==> config.mk <==
export PLATFORM = sky130hd
export DESIGN_NAME = fifo_wr_arbiter
export DESIGN_NICKNAME = d
export VERILOG_FILES = /design/src/rtl/fifo_wr_arbiter.sv
export SDC_FILE = /design/constraint.sdc
export NUM_CORES = 1
export LEC_CHECK = 0
export ABC_AREA = 0
export CORE_UTILIZATION = 40
export DETAILED_ROUTE_END_ITERATION = 10
export GPL_ROUTABILITY_DRIVEN = 0
export PLACE_DENSITY = 0.95
export SLEW_MARGIN = 20
export SYNTH_ARGS = -nofsm -noshare
export SYNTH_HDL_FRONTEND = slang
export SYNTH_SLANG_ARGS = --single-unit
==> constraint.sdc <==
create_clock -name clk_i -period 3.23 [get_ports clk_i]
set_input_delay 0.8075 -clock clk_i [delete_from_list [all_inputs] [get_ports clk_i]]
set_output_delay 0.8075 -clock clk_i [all_outputs]
set_load 0.02 [all_outputs]
==> src/rtl/fifo_wr_arbiter.sv <==
// fifo_wr_arbiter: round-robin arbiter that lets NUM_REQ valid/ready producers
// share one synchronous FIFO write port. A grant lasts at most MAX_BURST beats,
// ends early when the owner drops valid, and every rotation costs one idle cycle.
module fifo_wr_arbiter #(
  parameter int NUM_REQ    = 4,
  parameter int DATA_WIDTH = 8,
  parameter int MAX_BURST  = 4,
  localparam int ID_WIDTH  = (NUM_REQ > 1) ? $clog2(NUM_REQ) : 1
) (
  input  logic                          clk_i,
  input  logic                          rst_ni,
  input  logic [NUM_REQ-1:0]            req_valid_i,
  input  logic [NUM_REQ*DATA_WIDTH-1:0] req_data_i,
  output logic [NUM_REQ-1:0]            req_ready_o,
  input  logic                          fifo_full_i,
  output logic                          fifo_wr_en_o,
  output logic [DATA_WIDTH-1:0]         fifo_wdata_o,
  output logic                          grant_valid_o,
  output logic [ID_WIDTH-1:0]           grant_id_o,
  output logic                          burst_done_o
);

  localparam int CNT_WIDTH = $clog2(MAX_BURST + 1);
  localparam logic [CNT_WIDTH-1:0] LAST_BEAT = CNT_WIDTH'(MAX_BURST - 1);
  localparam logic [ID_WIDTH-1:0]  LAST_ID   = ID_WIDTH'(NUM_REQ - 1);

  typedef enum logic {
    IDLE  = 1'b0,
    GRANT = 1'b1
  } state_e;

  state_e                 state_q;
  logic                   grantValid_q;
  logic [ID_WIDTH-1:0]    grantId_q;
  logic [ID_WIDTH-1:0]    lastId_q;
  logic [CNT_WIDTH-1:0]   beatCnt_q;
  logic [CNT_WIDTH-1:0]   beatCnt_d;
  logic                   burstDone_q;

  logic                   ownerValid;
  logic                   beatXfer;
  logic                   releaseGrant;
  logic                   anyValid;
  logic                   winnerFound;
  logic [ID_WIDTH-1:0]    winner;
  logic [ID_WIDTH-1:0]    cand;

  // Owner's valid and the beat-transfer condition; a beat moves only when the FIFO has room
  always_comb begin
    ownerValid   = req_valid_i[grantId_q];
    beatXfer     = grantValid_q & ownerValid & ~fifo_full_i;
    beatCnt_d    = beatCnt_q + 1'b1;
    releaseGrant = grantValid_q & (~ownerValid | (beatXfer & (beatCnt_q == LAST_BEAT)));
  end

  // Round-robin search starting just after the last released owner, wrapping around
  always_comb begin
    anyValid    = |req_valid_i;
    winner      = '0;
    winnerFound = 1'b0;
    cand        = '0;
    for (int k = 1; k <= NUM_REQ; k++) begin
      cand = ID_WIDTH'((int'(lastId_q) + k) % NUM_REQ);
      if (!winnerFound && req_valid_i[cand]) begin
        winner      = cand;
        winnerFound = 1'b1;
      end
    end
  end

  // Ready goes only to the current owner and is independent of its valid
  always_comb begin
    req_ready_o = '0;
    if (grantValid_q && !fifo_full_i) begin
      req_ready_o[grantId_q] = 1'b1;
    end
  end

  // Write port mux; data is held at zero whenever nobody owns the port
  always_comb begin
    fifo_wr_en_o = beatXfer;
    fifo_wdata_o = '0;
    if (grantValid_q) begin
      fifo_wdata_o = req_data_i[grantId_q*DATA_WIDTH +: DATA_WIDTH];
    end
  end

  // Grant FSM: IDLE arbitrates for one cycle, GRANT counts beats and releases
  always_ff @(posedge clk_i or negedge rst_ni) begin
    if (!rst_ni) begin
      state_q      <= IDLE;
      grantValid_q <= 1'b0;
      grantId_q    <= '0;
      lastId_q     <= LAST_ID;
      beatCnt_q    <= '0;
      burstDone_q  <= 1'b0;
    end else begin
      burstDone_q <= 1'b0;
      case (state_q)
        IDLE: begin
          if (anyValid) begin
            state_q      <= GRANT;
            grantValid_q <= 1'b1;
            grantId_q    <= winner;
            beatCnt_q    <= '0;
          end
        end
        GRANT: begin
          if (releaseGrant) begin
            state_q      <= IDLE;
            grantValid_q <= 1'b0;
            lastId_q     <= grantId_q;
            beatCnt_q    <= '0;
            burstDone_q  <= 1'b1;
          end else if (beatXfer) begin
            beatCnt_q <= beatCnt_d;
          end
        end
        default: begin
          state_q      <= IDLE;
          grantValid_q <= 1'b0;
        end
      endcase
    end
  end

  assign grant_valid_o = grantValid_q;
  assign grant_id_o    = grantId_q;
  assign burst_done_o  = burstDone_q;

  // Safety properties: no write into a full FIFO, at most one ready, pulse only while idle
  assert property (@(posedge clk_i) disable iff (!rst_ni) !(fifo_wr_en_o && fifo_full_i));
  assert property (@(posedge clk_i) disable iff (!rst_ni) $onehot0(req_ready_o));
  assert property (@(posedge clk_i) disable iff (!rst_ni) burst_done_o |-> !grant_valid_o);

endmodule

; ---- Word level (Yosys, flattened, before mapping)
; Index checks and enable logic that the tools add are counted.
[totals]
reg_bits = 10
inputBits = 39
[classes]
n_addsub = 5
magnitude_cmp = 6
eq_ne = 4
shifts = 1
muxes = 33
n_bitwise = 8
reduce_logical = 14
[op_table]
columns = operator, n
row1 = 32-bit by 6-bit variable part select with 8-bit output, 1
row2 = "2-bit by 3-bit < comparator with 1-bit output, second input constant", 5
row3 = 1-bit two-way mux, 15
row4 = 1-bit binary-select mux with 2-bit select, 5
row5 = 3-bit two-way mux, 3
row6 = 2-bit two-way mux, 4
row7 = 8-bit two-way mux, 1
row8 = 2-bit AND reduction, 4
row9 = 3-bit one-hot mux with 2 select lines, 1
row10 = 1-bit logical AND, 5
row11 = "2-bit by 1-bit adder with 2-bit output, second input constant", 2
row12 = "2-bit adder, second input constant", 2
row13 = 1-bit bitwise AND, 4
row14 = 1-bit logical NOT, 4
row15 = 4-bit two-way mux, 1
row16 = 1-bit one-hot mux with 2 select lines, 2
row17 = 4-bit OR reduction, 1
row18 = "3-bit by 1-bit adder with 3-bit output, second input constant", 1
row19 = "3-bit by 2-bit == test with 1-bit output, second input constant", 1
row20 = "3-bit by 2-bit != test with 1-bit output, second input constant", 1
row21 = 1-bit NOT, 3
row22 = 1-bit demux with 2-bit select, 1
row23 = "2-bit by 1-bit >= comparator with 1-bit output, second input constant", 1
row24 = "2-bit by 1-bit != test with 1-bit output, second input constant", 1
row25 = 2 further kinds, 2

; ---- Depth between registers and ports, before layout
[logic_depth]
word_depth = 13
depth_mapped = 6
depth_no_buf = 6

; ---- Least setup slack after synthesis
; Ideal clock, no wire load.
[synth_timing]
path_kind = input to output
start = in fifo_full_i
end = out req_ready_o[2]
arrival_time_ps = 1538
t_required_ps = 2423
slack_ps = 884
cell_stages = 2
path_buffers = 0
path_cell_list = nand2b_1 > nor3b_1
[synth_between]
elab_chain_cells = 3
[synth_lines]
columns = item, line_no
row1 = "start, declared", 15  ; input logic fifo_full_i,
row2 = 1-bit logical NOT, 74  ; if (grantValid_q && !fifo_full_i) begin
row3 = 1-bit logical AND, 74
row4 = 4-bit two-way mux, 74
row5 = "end, declared", 14  ; output logic [NUM_REQ-1:0] req_ready_o,
; Every way passes these cells.

; ---- Worst setup path after layout
[layout_timing]
start = in req_data_i[12]
end = out fifo_wdata_o[4]
[layout_between]
elab_chain_cells = 2
[layout_lines]
columns = item, line_no
row1 = "start, declared", 13  ; input logic [NUM_REQ*DATA_WIDTH-1:0] req_data_i,
row2 = 32-bit by 6-bit variable part select with 8-bit output, 84  ; fifo_wdata_o = req_data_i[grantId_q*DATA_WIDTH +: DATA_WIDTH];
row3 = 8-bit two-way mux, 83  ; if (grantValid_q) begin
row4 = "end, declared", 17  ; output logic [DATA_WIDTH-1:0] fifo_wdata_o,
; Every way passes these cells.

==> reports/metrics.csv <==
stage,metric,value,unit
run_status,status,completed,
final_layout,instances_no_fill,170,
final_layout,area_growth,72.3,%
global_route,grt_start_max_net_pins,17,
final_layout,final_nets,185,
cts,cts_hold_buf,0,
synth,synth.avg_cell_area,11.5,um^2
pwr,p_per_area,778,nW/um^2
cts,clk_pin_slew_worst_paths,0.06,ns
pwr,comb_power_share,68.1,%
worst_setup_path,critPathKind,input port to output port,
floorplan,die_w,49.9,um
sta,fin_crit,3.20,ns
routing,drt_pre_antenna_iters,4,
sta,fmax,312,MHz
routing,wl_per_cell,17.3,um
pwr,power,1.23,mW
synth,synthCells,80,
placement,place_inst,166,
worst_setup_path,worst_setup_path_start_kind,input port,
floorplan,die_h,49.9,um
routing,ant_nets,0,
routing,drcViolationCount,0,
floorplan,die_area,2490,um^2
cts,clk_path_buf_depth,2,
routing,wirelength,2940,um
cts,cts_resized,3,
cts,cts-root-buf,clkbuf_4,
floorplan,initial_core_util,44.5,%
worst_setup_path,crit_required,2.42,ns
synth,synth.cell_area,917,um^2
sta,fin_skew,0.00824,ns
global_route,grt_pass1_vias,956,
routing,dr_total_vias,934,
sta,maxSlewViolCount,0,
final_layout,final_common_cell,clkdlybuf4s50_1,
sta,worst_pin_slew,0.458,ns
sta,hold_violations,0,
sta,fin_crit_sh,99.1,%
sta,setup_viol,0,
placement,portBuffers,55,
pwr,ir_worst_vdd,587,uV
synth,yosys_warnings,0,
synth,ys_seq_area_share,27.6,%
flow_run,cap_viol_max_count,0,
cts,cts_buffers,3,
final_layout,antennaDiodeCount,0,
pwr,p_leak,0.708,nW
global_route,antenna_found_initial,0,
cts,cts.sinks,10,
final_layout,drive_above_1_share,17.5,%
pwr,switchingPower,518,uW
floorplan,row_count,16,
cts,insertion_delay,0.28,ns
pwr,intPower,712,uW
routing,dr.first_iter.drc_count,11,
cts,h-tree-depth,1,
worst_setup_path,cp_max_fo,1,
hold_path,min_path_type,flop to flop,
placement,placed_area,1540,um^2
synth,synth.distinct_cells,35,
floorplan,ios,56,
global_route,overflow,0,
pwr,clkPwrFrac,9.4,%
sta,setup_tns,0,ns
cts,postCtsSetupBuffers,0,
floorplan,coreArea,2060,um^2
global_route,grt_pass1_wl,4800,um
synth,ys_ff_latch,10,
pwr,sw_frac_of_total,42.1,%
sta,max-slew-margin-rel,69.5,%
pwr,seqPwrFrac,22.5,%
worst_setup_path,endpoint_kind,output port,
global_route,grt.total_usage,26.2,%
sta,rsz0062_at_grt,no,
routing,viasPerCell,5.49,
final_layout,layout_common_cells,"clkdlybuf4s50_1 (49), buf_4 (9), and2_1 (8), dfrtp_1 (8), mux4_1 (7)",
final_layout,fin_area,1580,um^2
cts,cts_tree,done,
placement,dp_hpwl,2300,um
synth,syn_nets,121,
worst_setup_path,worst_ep_arrival_time,2.39,ns
[synthesized netlist by cell type (all sizes together)]
| cell | instances | area (um^2) |
|---|---|---|
| nor2 | 3 | 11.3 |
| nand3b | 1 | 7.51 |
| o21a | 2 | 15.0 |
| nand2 | 3 | 13.8 |
| o31ai | 1 | 7.51 |
| o21ai | 1 | 5.00 |
| mux2 | 5 | 60.1 |
| a31oi | 2 | 12.5 |
| mux4 | 9 | 229 |
| a21oi | 4 | 20.0 |
| nand2b | 4 | 25.0 |
| nor4 | 2 | 18.8 |
| and4b | 1 | 10.0 |
| nor3b | 2 | 15.0 |
| nand3 | 2 | 22.5 |
| clkbuf | 1 | 3.75 |
| a22o | 2 | 17.5 |
| buf | 4 | 25.0 |
| inv | 4 | 15.0 |
| mux2i | 2 | 20.0 |
| dfrtp | 8 | 200 |
| and2 | 8 | 50.1 |
| nor2b | 1 | 6.26 |
| o221ai | 1 | 8.76 |
| a21o | 2 | 15.0 |
| ha | 2 | 25.0 |
| nor3 | 1 | 5.00 |
| dfstp | 2 | 52.6 |
[per-layer routing]
metal,vias up,wire length (um),part of all wire (%),GRT usage (%)
li1,437,-,-,-
met3,2,200,6.8,5.56
met4,0,34,1.2,8.57
met1,450,1250,43,30.8
met2,45,1460,49,46.6
met5,-,0,0,0
[registers in the layout (all words and copies together), names as in the netlist]
register	cells
burst_done_o	1
grant_id_o	2
grant_valid_o	1
beatCnt_q	3
lastId_q	2
state_q	1
[worst max-delay path, cell delays in order]
cell	delay, ns
clkdlybuf4s50_1	0.40
mux4_1	0.48
and2_1	0.17
clkdlybuf4s50_1	0.53
[cell type report]
| class | count | area, um^2 |
|---|---|---|
| repair buffers | 64 | 622 |
| multi-input cells | 61 | 621 |
| fillers | 127 | 482 |
| flip-flops and latches | 10 | 253 |
| clock buffers | 4 | 36.3 |
| well taps | 27 | 33.8 |
| inverters | 4 | 15.0 |
[power groups by stage]
stage,Clock (mW),Sequential [mW],Combinational (mW)
2_1_floorplan,0,0.269,0.515
3_3_place_gp,0,0.271,0.817
3_5_place_dp,0,0.275,0.852
4_1_cts,0.120,0.274,0.844
5_1_grt,0.124,0.288,0.887
6_report,0.115,0.277,0.838
[per-stage QoR]
step | hold slack, ns | worst slack [ns] | utilization [%]
floorplan | 0.473 | 0.884 | -
global placement | 0.489 | 0.0280 | 74.7
detailed placement | 0.491 | -0.0199 | 74.7
CTS | 0.510 | 0.000428 | 76.3
global route | 0.546 | 0.00515 | 76.6
finish | 0.512 | 0.0293 | 76.6
[worst paths after layout]
check	startpoint	slack, ns	depth (start not counted)	to
min reg2reg	beatCnt_q[2]$_DFFE_PN0P_	0.51	1	beatCnt_q[2]$_DFFE_PN0P_
max reg2reg	grant_id_o[1]$_DFFE_PN0P_	1.49	5	beatCnt_q[0]$_DFFE_PN0P_
max in group asynchronous	rst_ni	2.06	1	lastId_q[0]$_DFFE_PN1P_
max	req_data_i[12]	0.03	4	fifo_wdata_o[4]
min in group asynchronous	rst_ni	0.83	1	grant_id_o[1]$_DFFE_PN0P_
min	beatCnt_q[2]$_DFFE_PN0P_	0.51	1	beatCnt_q[2]$_DFFE_PN0P_
[kinds of logic after synthesis]
group / count (synthesis) / synth area share (%)
AND/OR/NAND/NOR: 28 / 20.2
buffers and inverters: 9 / 4.77
AO/OA/AOI/OAI: 15 / 11.0
multiplexers: 16 / 33.7
adder cells (fa/ha/maj): 2 / 2.73
flip-flops: 10 / 27.6
Note: power is estimated with default switching activity, not from simulation.
